==> src/rtl/fpga_buffer_streamer.sv <==
// Register-mapped RAM buffer with single-word read/write commands and an
// AXI4-Stream dump engine (fetch/send, one beat per two cycles at best).
module fpga_buffer_streamer #(
  parameter int DATA_W = 8,
  parameter int ADDR_W = 5
) (
  input  logic              clk,
  input  logic              reset_n,
  input  logic [1:0]        avs_address,
  input  logic              avs_chipselect,
  input  logic              avs_write_n,
  input  logic [31:0]       avs_writedata,
  output logic [31:0]       avs_readdata,
  output logic [DATA_W-1:0] axis4_m_tdata,
  output logic              axis4_m_tvalid,
  output logic              axis4_m_tlast,
  input  logic              axis4_m_tready
);
  localparam int LEN_W = ADDR_W + 1;
  localparam int DEPTH = 1 << ADDR_W;

  typedef enum logic [2:0] {
    S_IDLE, S_WRITE, S_READ_WAIT, S_DUMP_FETCH, S_DUMP_SEND
  } state_t;

  state_t r_state, w_next;

  logic [1:0]        r_ctrl_cmd;
  logic [ADDR_W-1:0] r_ctrl_addr, r_ptr;
  logic [DATA_W-1:0] r_data_wr, r_data_rd, r_op, r_rdata;
  logic [LEN_W-1:0]  r_dump, r_len, r_cnt;
  logic              r_err, r_done, r_aborted, r_abort_pend, r_rphase;
  logic [DATA_W-1:0] r_mem [DEPTH];

  logic       w_wr, w_go, w_abort, w_stat_clr, w_busy, w_cmd_ok, w_start;
  logic       w_hs, w_last, w_end, w_send, w_rd_en, w_unused;
  logic [1:0] w_cmd;

  assign w_wr       = avs_chipselect && !avs_write_n;
  assign w_cmd      = avs_writedata[2:1];
  assign w_go       = w_wr && (avs_address == 2'd0) && avs_writedata[0];
  assign w_abort    = w_wr && (avs_address == 2'd0) && avs_writedata[3];
  assign w_stat_clr = w_wr && (avs_address == 2'd1) && avs_writedata[0];
  assign w_busy     = (r_state != S_IDLE);
  assign w_cmd_ok   = (w_cmd == 2'b00) || (w_cmd == 2'b01) ||
                      ((w_cmd == 2'b10) && (r_dump != '0));
  assign w_start    = w_go && !w_busy && w_cmd_ok;
  assign w_send     = (r_state == S_DUMP_SEND);
  assign w_hs       = w_send && axis4_m_tready;
  assign w_last     = ((r_cnt + LEN_W'(1)) == r_len);
  // An abort arriving in the same cycle as a handshake still ends the dump there.
  assign w_end      = w_hs && (w_last || r_abort_pend || w_abort);
  assign w_rd_en    = ((r_state == S_READ_WAIT) && !r_rphase) || (r_state == S_DUMP_FETCH);
  assign w_unused   = ^avs_writedata;

  always_ff @(posedge clk or negedge reset_n) begin
    if (!reset_n) r_state <= S_IDLE;
    else          r_state <= w_next;
  end

  always_comb begin
    w_next = r_state;
    case (r_state)
      S_IDLE: if (w_start) begin
        case (w_cmd)
          2'b00:   w_next = S_READ_WAIT;
          2'b01:   w_next = S_WRITE;
          default: w_next = S_DUMP_FETCH;
        endcase
      end
      S_WRITE:      w_next = S_IDLE;
      S_READ_WAIT:  if (r_rphase) w_next = S_IDLE;
      S_DUMP_FETCH: w_next = w_abort ? S_IDLE : S_DUMP_SEND;
      S_DUMP_SEND:  if (w_hs) w_next = w_end ? S_IDLE : S_DUMP_FETCH;
      default:      w_next = S_IDLE;
    endcase
  end

  // RAM contents survive reset; r_rdata is only visible through gated outputs.
  always_ff @(posedge clk) begin
    if (r_state == S_WRITE) r_mem[r_ptr] <= r_op;
    if (w_rd_en)            r_rdata      <= r_mem[r_ptr];
  end

  always_ff @(posedge clk or negedge reset_n) begin
    if (!reset_n) begin
      r_ctrl_cmd   <= '0;
      r_ctrl_addr  <= '0;
      r_data_wr    <= '0;
      r_data_rd    <= '0;
      r_op         <= '0;
      r_dump       <= '0;
      r_len        <= '0;
      r_cnt        <= '0;
      r_ptr        <= '0;
      r_err        <= 1'b0;
      r_done       <= 1'b0;
      r_aborted    <= 1'b0;
      r_abort_pend <= 1'b0;
      r_rphase     <= 1'b0;
    end else begin
      if (w_wr && avs_address == 2'd0) begin
        r_ctrl_cmd  <= w_cmd;
        r_ctrl_addr <= avs_writedata[8 +: ADDR_W];
      end
      if (w_wr && avs_address == 2'd2) r_data_wr <= avs_writedata[DATA_W-1:0];
      if (w_wr && avs_address == 2'd3) r_dump    <= avs_writedata[ADDR_W:0];
      if (w_stat_clr) begin
        r_err     <= 1'b0;
        r_done    <= 1'b0;
        r_aborted <= 1'b0;
      end
      if (w_go && !w_start) r_err <= 1'b1;
      if (w_start) begin
        r_ptr        <= avs_writedata[8 +: ADDR_W];
        r_op         <= r_data_wr;
        r_rphase     <= 1'b0;
        r_abort_pend <= 1'b0;
        if (w_cmd == 2'b10) begin
          r_len <= r_dump;
          r_cnt <= '0;
        end
      end
      case (r_state)
        S_WRITE: r_done <= 1'b1;
        S_READ_WAIT: begin
          r_rphase <= ~r_rphase;
          if (r_rphase) begin
            r_data_rd <= r_rdata;
            r_done    <= 1'b1;
          end
        end
        S_DUMP_FETCH: if (w_abort) r_aborted <= 1'b1;
        S_DUMP_SEND: begin
          if (w_abort) r_abort_pend <= 1'b1;
          if (w_hs) begin
            r_cnt <= r_cnt + LEN_W'(1);
            r_ptr <= r_ptr + ADDR_W'(1);
          end
          if (w_end) begin
            r_abort_pend <= 1'b0;
            if (r_abort_pend || w_abort) r_aborted <= 1'b1;
            else                         r_done    <= 1'b1;
          end
        end
        default: ;
      endcase
    end
  end

  assign axis4_m_tvalid = w_send;
  assign axis4_m_tdata  = w_send ? r_rdata : '0;
  assign axis4_m_tlast  = w_send && (w_last || r_abort_pend);

  always_comb begin
    avs_readdata = '0;
    case (avs_address)
      2'd0: begin
        avs_readdata[2:1]         = r_ctrl_cmd;
        avs_readdata[8 +: ADDR_W] = r_ctrl_addr;
      end
      2'd1: begin
        avs_readdata[0]          = w_busy;
        avs_readdata[1]          = r_err;
        avs_readdata[2]          = r_done;
        avs_readdata[3]          = r_aborted;
        avs_readdata[16 +: LEN_W] = r_cnt;
      end
      2'd2:    avs_readdata[DATA_W-1:0] = r_data_rd;
      default: avs_readdata[LEN_W-1:0]  = r_dump;
    endcase
  end
endmodule

==> config.mk <==
export PLATFORM = sky130hd
export DESIGN_NAME = fpga_buffer_streamer
export DESIGN_NICKNAME = d
export VERILOG_FILES = /design/src/rtl/fpga_buffer_streamer.sv
export SDC_FILE = /design/constraint.sdc
export NUM_CORES = 1
export LEC_CHECK = 0
export CORE_ASPECT_RATIO = 0.75
export CORE_MARGIN = 2
export CORE_UTILIZATION = 60
export CTS_CLUSTER_DIAMETER = 60
export DETAILED_ROUTE_END_ITERATION = 6
export MAX_ROUTING_LAYER = met4
export PLACE_DENSITY = 0.8
export SKIP_CTS_REPAIR_TIMING = 1
export SYNTH_ARGS = -nofsm -noshare
export SYNTH_HDL_FRONTEND = slang
export SYNTH_SLANG_ARGS = --single-unit
==> constraint.sdc <==
create_clock -name clk -period 3.8 [get_ports clk]
set_input_delay 0.76 -clock clk [delete_from_list [all_inputs] [get_ports clk]]
set_output_delay 0.76 -clock clk [all_outputs]
set_load 0.01 [all_outputs]
==> results.md <==
- Met2 routed WL: about 13,000 um
- Outcome: finished, final reports clean
- Final Max Tran Viols: 0
- Port Buffers: 48
- Antenna violations before repair: 1
- RSZ-0062 raised after global routing: false
- Crit path capture type: output pin
- Core Util, Final: between 60 and 70%
- WL final: 28,300 um
- Root Buffer: clkbuf_16
- Syn Inst Count: 772
- Die area: approximately 0.023 mm2
- Final ANT Viol Nets: 0
- Clock Path Buffers: 3
- Most frequent cells after synthesis: edfxtp_1, mux4_2, dfrtp_1, nand2_1, nor2_1
- Top FF cell, synth: edfxtp_1
- Synth top area share: 59.3%
- Synth Register Bits: 326
- Max VDD drop: between 500 and 600 uV
- CTS clk-pin slew, worst paths: 70 ps
- Hold WS: 356 ps
- Critical Path AT: about 2700 ps
- Pleak: 5.32 nW
- Hpwl dp: ~18,000 um
- Largest net degree at the start of global routing: slightly above 50
- Hold Path Class: in -> async
- Final period util: approximately nine tenths
- Layout area overhead: 14.1%
- Initial DRC count: roughly 950
- # rows: 47
- CTS tree: done
- Final setup viols: 0
- Register area share after synthesis: between 70% and 80%
- Most Frequent Cell on Critical Path: clkdlybuf4s50_1
- Setup CP Type: in -> out
- Post-synth EDFFs: ~260
- # clock sinks: 326
- Slowest CP cell: clkdlybuf4s50_1
- Fin area: between 0.015 and 0.02 mm2
- First-pass GRT wire length: about 44,000 um
- Total grt overflow: 0
- DP Area: ~0.014 mm2
- Initial Util: between 60% and 70%
- Netlist cell types: 59
- WP data required: 3040 ps
- GP Congestion: roughly 0.96
- Yosys warnings: 0
- Yosys top cell by area: edfxtp_1
- DR WL/cell: approximately 25 um
- Die W: approximately 180 um
- Highest clock rate: between 0.2 and 0.3 GHz
- H-tree depth: 1
- Design Power: between 9 and 10 mW
- Core footprint: between 0.02 and 0.025 mm2
- CP bufs+invs: 2
- Nets: between 800 and 900
- Via count: between 7,000 and 8,000
- DR top layer: met4
- Via/cell ratio: 6.29
- Delay-heaviest family, CP: buffers and inverters
- Most common cell in the synthesized netlist: edfxtp_1
- Pwr per Cell Area: about 620 mW/mm2
- Critical path startpoint category: input pin
- Vias in the first global route: 7,357
- Crit-path max FO: 10
- Metal3 WL: 2550 um
- Area contributors post-synth: edfxtp_1, dfrtp_1, mux4_2, mux2_2, nand2_1
- Fin Clk Skew: 5.67 ps
- CP peak stage delay: 800 ps
- Maxcap violations: 0
- M1 WL: between 10,000 and 15,000 um
- Cells after DPL: 1,095
- Fraction of layout cells with a size suffix above 1: 21.5%
- R2R depth: 4
- Min Tclk post-route: around 3400 ps
- CTS Buf Count: 30
- Async S/R FF share, synth: 19.0%
- Layout Cells excl Fill: 1,152
- Crit path depth: 4
- I/O pins: between 80 and 90
- Drt first pass iters: 6
- Final hold violation count: 0
- Clock Latency Late Sink: between 500 and 600 ps
- DRC Markers: 0
- Die height: approximately 130 um
- Synthesized cell area: roughly 0.013 mm2
- Rel. slew slack: approximately 18%
- Mean Syn Cell Area: roughly 17 um2
- Gr usage total: approximately 26%
- CP Cell Sequence: clkdlybuf4s50_1 > mux2_2 > a22o_2 > clkdlybuf4s50_1
- Least-Margin Pin Slew: around 1200 ps
==> state kept, by name, indices dropped and copies added (netlist names), 6 cells and up <==
signal / count
r_rdata: 8
r_len: 6
r_op: 8
r_dump: 6
r_data_rd: 8
r_data_wr: 8
r_mem: 256
r_cnt: 6
==> cell usage in the layout, fill, tap and decap left out, drive strengths merged, types with 6 or more instances in the layout <==
cell,instances
a22o,6
dfrtp,62
inv,14
nand3,12
nor2b,18
clkbuf,34
nand2,48
nor2,47
clkinv,11
edfxtp,264
mux2,37
buf,15
conb,13
nand4,9
mux4,66
bufinv,7
a21oi,28
and2,23
o21ai,7
nand2b,6
a22oi,13
clkdlybuf4s50,46
==> power by group <==
| part | switching, mW | internal, mW |
|---|---|---|
| Combinational | 0.646 | 0.735 |
| Clock | 1.31 | 2.00 |
| Sequential | 0.514 | 4.26 |
| Total | 2.47 | 7.00 |
==> path summary, 6_finish.rpt <==
kind / slack [ps] / endpoint / startpoint
worst min register to register: 460 / r_op[4]$_DFFE_PN0P_ / r_data_wr[4]$_DFFE_PN0P_
max in group asynchronous: 2600 / r_data_wr[1]$_DFFE_PN0P_ / reset_n
worst min-delay path: 360 / r_cnt[1]$_DFF_PN0_ / reset_n
worst max register to register: 840 / r_rdata[6]$_DFFE_PP_ / r_ptr[0]$_DFF_PN0_
min in group clk: 460 / r_op[4]$_DFFE_PN0P_ / r_data_wr[4]$_DFFE_PN0P_
worst max-delay path: 360 / avs_readdata[0] / avs_address[0]
==> through the flow <==
step	TNS, ps	setup slack [ps]
finish	0	361
global route	0	305
CTS	-42.3	-42.3
detailed placement	0	362
global placement	0	402
floorplan	0	1160
==> cell families after synthesis <==
| group | count (synthesis) | synth area share (%) |
|---|---|---|
| buf+inv | 59 | 2.23 |
| mux | 106 | 14.6 |
| fa+ha+maj | 5 | 0.468 |
| xor+xnor | 7 | 0.459 |
| other cells | 1 | 0.0281 |
| compound gates | 78 | 3.83 |
| flops | 326 | 70.9 |
| simple gates | 190 | 7.42 |
==> routing by layer <==
layer  global-route usage [%]  vias up
met2                     37.0      340
met1                     37.7     3754
met3                     6.42       48
met4                     5.69        0
met5                        -        -
li1                         -     3104
==> cell type report <==
type                            count  area, um2
Antenna cell                        1       2.50
Clock buffer                       34        807
Clock inverter                     22        304
Fill cell                        1320       6680
Inverter                           14       52.6
Multi-Input combinational cell    399       3640
Sequential cell                   326       9490
Tap cell                          294        368
Timing Repair Buffer               62        596
Note: power is estimated with default switching activity, not from simulation.
